$ cat src/rtl/pulse_cnt_arbiter.sv
// -----------------------------------------------------------------------------
// pulse_cnt_arbiter
//   Shares one pulse-counting resource among N_REQ requesters. Requesters are
//   granted round-robin. While a requester is granted, each cycle in which its
//   pulse bit is high advances the count. The grant ends in one of two ways:
//   a one-cycle done strobe when the count reaches TARGET, or a one-cycle
//   abort strobe when the requester withdraws or stays pulse-less for TIMEOUT
//   cycles. The next requester is then considered.
//
//   Ports
//     clk_i    : clock, rising edge
//     rst_ni   : asynchronous active-low reset
//     req_i    : per-requester level request, held until done/abort
//     pulse_i  : per-requester pulse; only the granted bit is used
//     gnt_o    : one-hot grant, high only while in GRANT
//     busy_o   : high in every state except IDLE
//     done_o   : one-cycle completion strobe
//     abort_o  : one-cycle abort strobe (withdrawal or timeout)
//     id_o     : index of the current or last granted requester
//     cnt_o    : pulses counted in the current or last grant
//
//   All outputs are decoded from registered state only, so there is no
//   combinational path from any input to any output.
// -----------------------------------------------------------------------------
module pulse_cnt_arbiter #(
  parameter int N_REQ   = 4,
  parameter int TARGET  = 3,
  parameter int TIMEOUT = 16,
  localparam int IDW    = (N_REQ <= 2) ? 1 : $clog2(N_REQ),
  localparam int CW     = $clog2(TARGET + 1),
  localparam int TW     = $clog2(TIMEOUT)
) (
  input  logic             clk_i,
  input  logic             rst_ni,
  input  logic [N_REQ-1:0] req_i,
  input  logic [N_REQ-1:0] pulse_i,
  output logic [N_REQ-1:0] gnt_o,
  output logic             busy_o,
  output logic             done_o,
  output logic             abort_o,
  output logic [IDW-1:0]   id_o,
  output logic [CW-1:0]    cnt_o
);

  typedef enum logic [1:0] {
    S_IDLE  = 2'd0,
    S_GRANT = 2'd1,
    S_DONE  = 2'd2,
    S_ABORT = 2'd3
  } state_e;

  state_e         state_q, state_d;
  logic [IDW-1:0] ptr_q,   ptr_d;
  logic [IDW-1:0] id_q,    id_d;
  logic [CW-1:0]  cnt_q,   cnt_d;
  logic [TW-1:0]  timer_q, timer_d;

  logic           found_s;
  logic [IDW-1:0] pick_s;
  logic [IDW:0]   idx_s;
  logic [IDW-1:0] nxt_id_s;

  // Round-robin pick: first set request searching upward from ptr_q, wrapping.
  always_comb begin
    found_s = 1'b0;
    pick_s  = '0;
    idx_s   = '0;
    for (int i = 0; i < N_REQ; i++) begin
      idx_s = {1'b0, ptr_q} + (IDW+1)'(i);
      if (idx_s >= (IDW+1)'(N_REQ)) begin
        idx_s = idx_s - (IDW+1)'(N_REQ);
      end else begin
        idx_s = idx_s;
      end
      if (!found_s && req_i[idx_s[IDW-1:0]]) begin
        found_s = 1'b1;
        pick_s  = idx_s[IDW-1:0];
      end else begin
        pick_s  = pick_s;
      end
    end
  end

  // Pointer value after a grant finishes: the requester after the one served.
  assign nxt_id_s = (id_q == IDW'(N_REQ - 1)) ? '0 : id_q + IDW'(1);

  // State and datapath registers.
  always_ff @(posedge clk_i or negedge rst_ni) begin
    if (!rst_ni) begin
      state_q <= S_IDLE;
      ptr_q   <= '0;
      id_q    <= '0;
      cnt_q   <= '0;
      timer_q <= '0;
    end else begin
      state_q <= state_d;
      ptr_q   <= ptr_d;
      id_q    <= id_d;
      cnt_q   <= cnt_d;
      timer_q <= timer_d;
    end
  end

  // Next-state and datapath update.
  always_comb begin
    state_d = state_q;
    ptr_d   = ptr_q;
    id_d    = id_q;
    cnt_d   = cnt_q;
    timer_d = timer_q;
    case (state_q)
      S_IDLE: begin
        if (found_s) begin
          id_d    = pick_s;
          cnt_d   = '0;
          timer_d = '0;
          state_d = S_GRANT;
        end else begin
          state_d = S_IDLE;
        end
      end
      S_GRANT: begin
        // Withdrawal wins over a same-cycle pulse, which is then not counted.
        if (!req_i[id_q]) begin
          state_d = S_ABORT;
        end else if (pulse_i[id_q]) begin
          cnt_d   = cnt_q + CW'(1);
          timer_d = '0;
          if (cnt_q == CW'(TARGET - 1)) begin
            state_d = S_DONE;
          end else begin
            state_d = S_GRANT;
          end
        end else begin
          // Timer holds on the final pulse-less cycle so it never passes TIMEOUT-1.
          if (timer_q == TW'(TIMEOUT - 1)) begin
            state_d = S_ABORT;
          end else begin
            timer_d = timer_q + TW'(1);
            state_d = S_GRANT;
          end
        end
      end
      S_DONE: begin
        ptr_d   = nxt_id_s;
        state_d = S_IDLE;
      end
      S_ABORT: begin
        ptr_d   = nxt_id_s;
        state_d = S_IDLE;
      end
      default: begin
        state_d = S_IDLE;
      end
    endcase
  end

  // Moore output decode from registered state.
  always_comb begin
    gnt_o   = '0;
    busy_o  = 1'b1;
    done_o  = 1'b0;
    abort_o = 1'b0;
    id_o    = id_q;
    cnt_o   = cnt_q;
    case (state_q)
      S_IDLE:  busy_o     = 1'b0;
      S_GRANT: gnt_o[id_q] = 1'b1;
      S_DONE:  done_o     = 1'b1;
      S_ABORT: abort_o    = 1'b1;
      default: busy_o     = 1'b1;
    endcase
  end

endmodule

$ cat config.mk
export PLATFORM = sky130hd
export DESIGN_NAME = pulse_cnt_arbiter
export DESIGN_NICKNAME = d
export VERILOG_FILES = /design/src/rtl/pulse_cnt_arbiter.sv
export SDC_FILE = /design/constraint.sdc
export NUM_CORES = 1
export LEC_CHECK = 0
export CAP_MARGIN = 30
export CORE_MARGIN = 2
export CORE_UTILIZATION = 25
export DETAILED_ROUTE_END_ITERATION = 8
export PLACE_DENSITY = 0.54
export SYNTH_ARGS = -nofsm -noshare
export SYNTH_HDL_FRONTEND = slang
export SYNTH_SLANG_ARGS = --single-unit
$ cat constraint.sdc
create_clock -name clk_i -period 2 [get_ports clk_i]
set_input_delay 0.5 -clock clk_i [delete_from_list [all_inputs] [get_ports clk_i]]
set_output_delay 0.5 -clock clk_i [all_outputs]
set_load 0.05 [all_outputs]
# Word level (Yosys, flattened, before mapping)
# Cells that the tools add are included.
# W data, S select, Z words.
[op_classes]
n_addsub = 10
order_cmp = 10
eq_ne = 10
muxes = 46
reduce_logical = 13
[ops]
columns = ["cell", "count"]
rows = [
  ["$mux W2", 16],
  ["$mux W4", 5],
  ["$lt A2 B3 Y1 const B", 5],
  ["$mux W1", 15],
  ["$bmux W1 S2", 6],
  ["$ge A3 B3 Y1 const B", 3],
  ["$eq A2 B2 Y1 const B", 4],
  ["$pmux W4 S2", 1],
  ["$reduce_and A4 Y1", 2],
  ["$sub A2 B1 Y2 const B", 4],
  ["$add A2 B2 Y3 const B", 2],
  ["$ne A2 B2 Y1 const B", 3],
  ["$pmux W2 S3", 1],
  ["$add A2 B1 Y2 const B", 2],
  ["$add A4 B1 Y4 const B", 1],
  ["$eq A4 B4 Y1 const B", 1],
  ["$logic_and A1 B1 Y1", 4],
  ["$pmux W2 S2", 1],
  ["$add A2 B1 Y3 const B", 1],
  ["$ge A2 B3 Y1 const B", 1],
  ["$logic_not A1 Y1", 3],
  ["$ne A3 B3 Y1 const B", 1],
  ["$demux W1 S2", 1],
  ["$eq A2 B1 Y1 const B", 1],
  ["5 further kinds", 5],
]
[totals]
ff_bits = 12
in_bits = 10
out_inout_bits = 11
elab_cells = 94

# Longest topological paths before layout
[depth]
depth_word = 16
ltp_mapped = 5

# Worst setup path after synthesis
# Ideal clock, no wire load.
[synth_path]
kind = "register to register"
start = "register id_q[0] (netlist: id_o[0])"
end = "register timer_q[3]"
arrival_time_ps = 1911
slack_ps = -35
stages_incl_launch_ff = 5
path_buffers = 0
synth_period_minus_slack_ps = 2035
cell_sequence = "dfrtp_1 -> mux4_1 -> nand3b_1 -> nor3_1 -> a211o_2"
[synth_between]
elab_chain_cells = 5
word_cells_on_any_way = 10
[synth_lines]
columns = ["item", "line_no", "text"]
rows = [
  ["from (decl)", "54", "logic [IDW-1:0] id_q, id_d;"],
  ["from (signal assigned)", "98", "id_q <= id_d;"],
  ["$bmux W1 S2", "126", "end else if (pulse_i[id_q]) begin"],
  ["$mux W1 (not written as such)", "126", ""],
  ["$mux W4", "126", ""],
  ["$mux W4", "124", "if (!req_i[id_q]) begin"],
  ["$pmux W4 S2", "111", "case (state_q)"],
  ["to (signal assigned)", "100", "timer_q <= timer_d;"],
  ["to (decl)", "56", "logic [TW-1:0] timer_q, timer_d;"],
]
# Parallel ways exist; a longest one is shown, timed or not. The select of a mux whose other input is x is not followed.
# A chain may end at the register's enable or synchronous reset.

# Worst setup path after layout
[layout_path]
start = "input port req_i[3]"
end = "register timer_q[3]"
[layout_between]
elab_chain_cells = 14
word_cells_on_any_way = 23
[layout_lines]
columns = ["item", "line_no", "text"]
rows = [
  ["from (decl)", "35", "input logic [N_REQ-1:0] req_i,"],
  ["$bmux W1 S2", "75", "if (!found_s && req_i[idx_s[IDW-1:0]]) begin"],
  ["$mux W1 (not written as such)", "75", ""],
  ["$mux W1", "75", ""],
  ["$logic_not A1 Y1", "75", ""],
  ["$logic_and A1 B1 Y1", "75", ""],
  ["$mux W1", "75", ""],
  ["$logic_not A1 Y1", "75", ""],
  ["$logic_and A1 B1 Y1", "75", ""],
  ["$mux W1", "75", ""],
  ["$logic_not A1 Y1", "75", ""],
  ["$logic_and A1 B1 Y1", "75", ""],
  ["$mux W1", "75", ""],
  ["$ne A2 B2 Y1 (no line)", "n/a", ""],
  ["$reduce_and A4 Y1 (no line) (*)", "n/a", ""],
]
# Every way passes the cells marked *; elsewhere a longest branch is shown, timed or not. The select of a mux whose other input is x is not followed.

==> out/metrics.csv <==
stage,metric,value,unit
route,Routed wire per std cell,11.57,um
worst_setup_path,RR Startpoint,id_o[0],
route,drt total wl,1.851,mm
floorplan,io pins,21,
timing,Worst Skew,0.006944,ns
logic_synthesis,"top cells by area, synth","dfrtp_1 37%, ha_1 9.2%, mux2_2 4.1%, and2_1 3.8%, mux2i_1 3.7%",
logic_synthesis,Yosys top cell by area,dfrtp_1,
global_routing,vias in the first global route,685,
worst_setup_path,Register-to-Register Path Depth,4,
logic_synthesis,Yosys top cell area share,0.3664,
floorplan,die area,0.003752,mm2
floorplan,Starting Density,0.2663,
worst_setup_path,WP data arrival,2.11,ns
placement,Placed Area,0.001187,mm2
timing,worst-margin pin slew,0.5770,ns
timing,"Slew Viols, Final",0,
cts,Num Clock Sinks,12,
global_routing,antenna violations before repair,0,
run,MaxCap Viol Count,0,
cts,htree depth,1,
global_routing,Total GRT Usage,0.1181,
logic_synthesis,"Seq/Total Area, Yosys",0.3664,
logic_synthesis,asr flop ratio synth,1.000,
logic_synthesis,Post-Syn Instances,83,
worst_setup_path,Worst EP required,2.16,ns
logic_synthesis,top cell types by occurrence after synthesis,"12 x dfrtp_1, 6 x ha_1, 6 x inv_1, 6 x nor2_1",
logic_synthesis,Avg Inst Size Synth,9.874,um2
final_layout,layout cells sized above 1,0.3103,
worst_hold_path,hold depth,1,
timing,FMAX,512.5,MHz
timing,RSZ-0062 raised after global routing,false,
logic_synthesis,Yosys reg bits,12,
floorplan,core area,0.003078,mm2
final_layout,post-route cell area,0.001224,mm2
logic_synthesis,Post-Syn Nets,99,
cts,CTS buffer count,3,
worst_setup_path,Crit. End Element,flip-flop,
worst_hold_path,Hold Crit Start,timer_q[3],
global_routing,first-pass GRT wire length,3.187,mm
worst_setup_path,reg-to-reg critical path endpoint,timer_q[3],
cts,worst-skew pair later-pin latency,0.28,ns
cts,clock root buffer,clkbuf_4,
route,drt first-iter violations,15,
worst_setup_path,Startpoint Class,primary input,
timing,fin crit share,0.9756,
global_routing,Congestion Overflow GR,0,
floorplan,width of the die,61.26,um
power,pwr/cell area,1550,mW/mm2
timing,worst hold margin,0.5602,ns
cts,clock buffer depth,2,
placement,DP Wirelength,1.507,mm
logic_synthesis,most numerous cell in the Yosys netlist,dfrtp_1,
power,Worst VDD drop,0.6408,mV
final_layout,"Net count, final",133,
cts,post-CTS resize count,0,
worst_hold_path,Worst Hold End,timer_q[3],
floorplan,Chip Height,61.26,um
timing,"Setup violations, final",0,
power,Leakage Power,0.5667,nW
logic_synthesis,ys flop type,dfrtp_1,
worst_hold_path,worst hold path type,reg2reg,
logic_synthesis,synthesized area,819.5,um2
global_routing,pin count of the biggest net entering global routing,13,
timing,final hold violations,0,
worst_setup_path,worst-path fanout max,6,
route,number of detailed-route iterations in the first pass,3,
cts,CTS tree,done,
floorplan,row count,20,
final_layout,Non-Filler Instances,160,
logic_synthesis,number of synthesized flops with an enable pin,0,
route,DR vias,723,
route,vias per inst,4.519,
placement,DP Cell Count,156,
worst_setup_path,r2r setup slk,0.24,ns
worst_setup_path,critical path class,in2reg,
route,# DRC,0,
route,final antenna-violating net count,0,
placement,Placer Congestion,0.7609,
placement,IO buf count,20,
cts,"Reg clk slew, reported paths",0.08,ns
timing,slew margin rel.,0.6141,
logic_synthesis,synth unique cells,33,
logic_synthesis,Synth warnings,0,
cts,"Hold-fix buffers, CTS",0,
outcome,status,"finished, final reports clean",
cts,Post-CTS Setup Repair Bufs,0,
final_layout,ANT cells,0,
timing,Period minus WS final,1.951,ns
final_layout,fillers,323,
final_layout,Layout area overhead,49.31,%
worst max path at each step:
stage	startpoint	end
CTS	req_i[3]	timer_q[3]
floorplan	id_o[1]	gnt_o[3]
finish	req_i[3]	timer_q[3]
global placement	req_i[3]	timer_q[3]
global route	req_i[3]	timer_q[3]
detailed placement	req_i[3]	timer_q[3]
cell usage in the layout, fill, tap and decap left out, types with 2 or more instances in the layout:
cell / instances
a21oi_1: 3
and2_1: 5
buf_12: 6
buf_4: 15
clkbuf_4: 3
clkdlybuf4s50_1: 9
dfrtp_1: 11
ha_1: 6
inv_1: 6
mux2_2: 3
mux2i_1: 3
nand2_1: 5
nand2b_1: 2
nand3_1: 3
nor2_1: 6
nor2b_1: 2
nor3b_1: 2
o21ai_0: 5
or2_2: 2
routing by layer:
layer | vias up | GRT usage | routed length, um
met5 | - | 0 | 0
met4 | 0 | 0.03727 | 27
met3 | 2 | 0.04202 | 79
met2 | 13 | 0.1884 | 884
met1 | 345 | 0.1495 | 860
li1 | 363 | - | -
kinds of logic (layout without fill, tap and decap cells):
family | after synthesis | count (layout) | share of synthesized area
AOI/OAI and AO/OA | 16 | 16 | 0.1344
adders and majority gates | 6 | 6 | 0.09160
buffers and inverters | 7 | 40 | 0.04122
DFF | 12 | 12 | 0.3664
muxes | 8 | 8 | 0.1374
and+or+nand+nor | 34 | 34 | 0.2290
stage by stage:
stage | TNS (ns) | utilization | total power [mW] | setup slack (ns)
after global placement | -0.8414 | 0.3858 | 1.699 | -0.1843
after CTS | 0 | 0.3976 | 1.922 | 0.05792
after detailed placement | -1.096 | 0.3858 | 1.717 | -0.2357
final | 0 | 0.3976 | 1.897 | 0.04882
after floorplan | 0 | - | 1.225 | 0.1266
after global routing | 0 | 0.3976 | 2.055 | 0.01451
worst max-delay path: stages:
cell             delay (ns)
clkdlybuf4s50_1        0.49
mux4_1                 0.58
nand3b_1               0.17
nor3_1                 0.07
a211o_2                0.30
registers in the layout (all words and copies together) (netlist names):
signal   flops
cnt_o        2
state_q      2
ptr_q        2
timer_q      4
id_o         2
report_power, final:
group	leakage [nW]	total, mW	switching [mW]	internal (mW)
combinational	0.394	1.25	0.682	0.565
sequential	0.152	0.450	0.113	0.337
clock	0.0210	0.200	0.0892	0.111
final cells by class:
type	count	area, um2	share of cell area
Multi-Input combinational cell	64	485.5	0.3967
Timing Repair Buffer	30	322.8	0.2638
Sequential cell	12	301.5	0.2464
Tap cell	44	55.05	0.04499
Clock buffer	4	36.28	0.02965
Inverter	6	22.52	0.01840
Note: power is estimated with default switching activity, not from simulation.
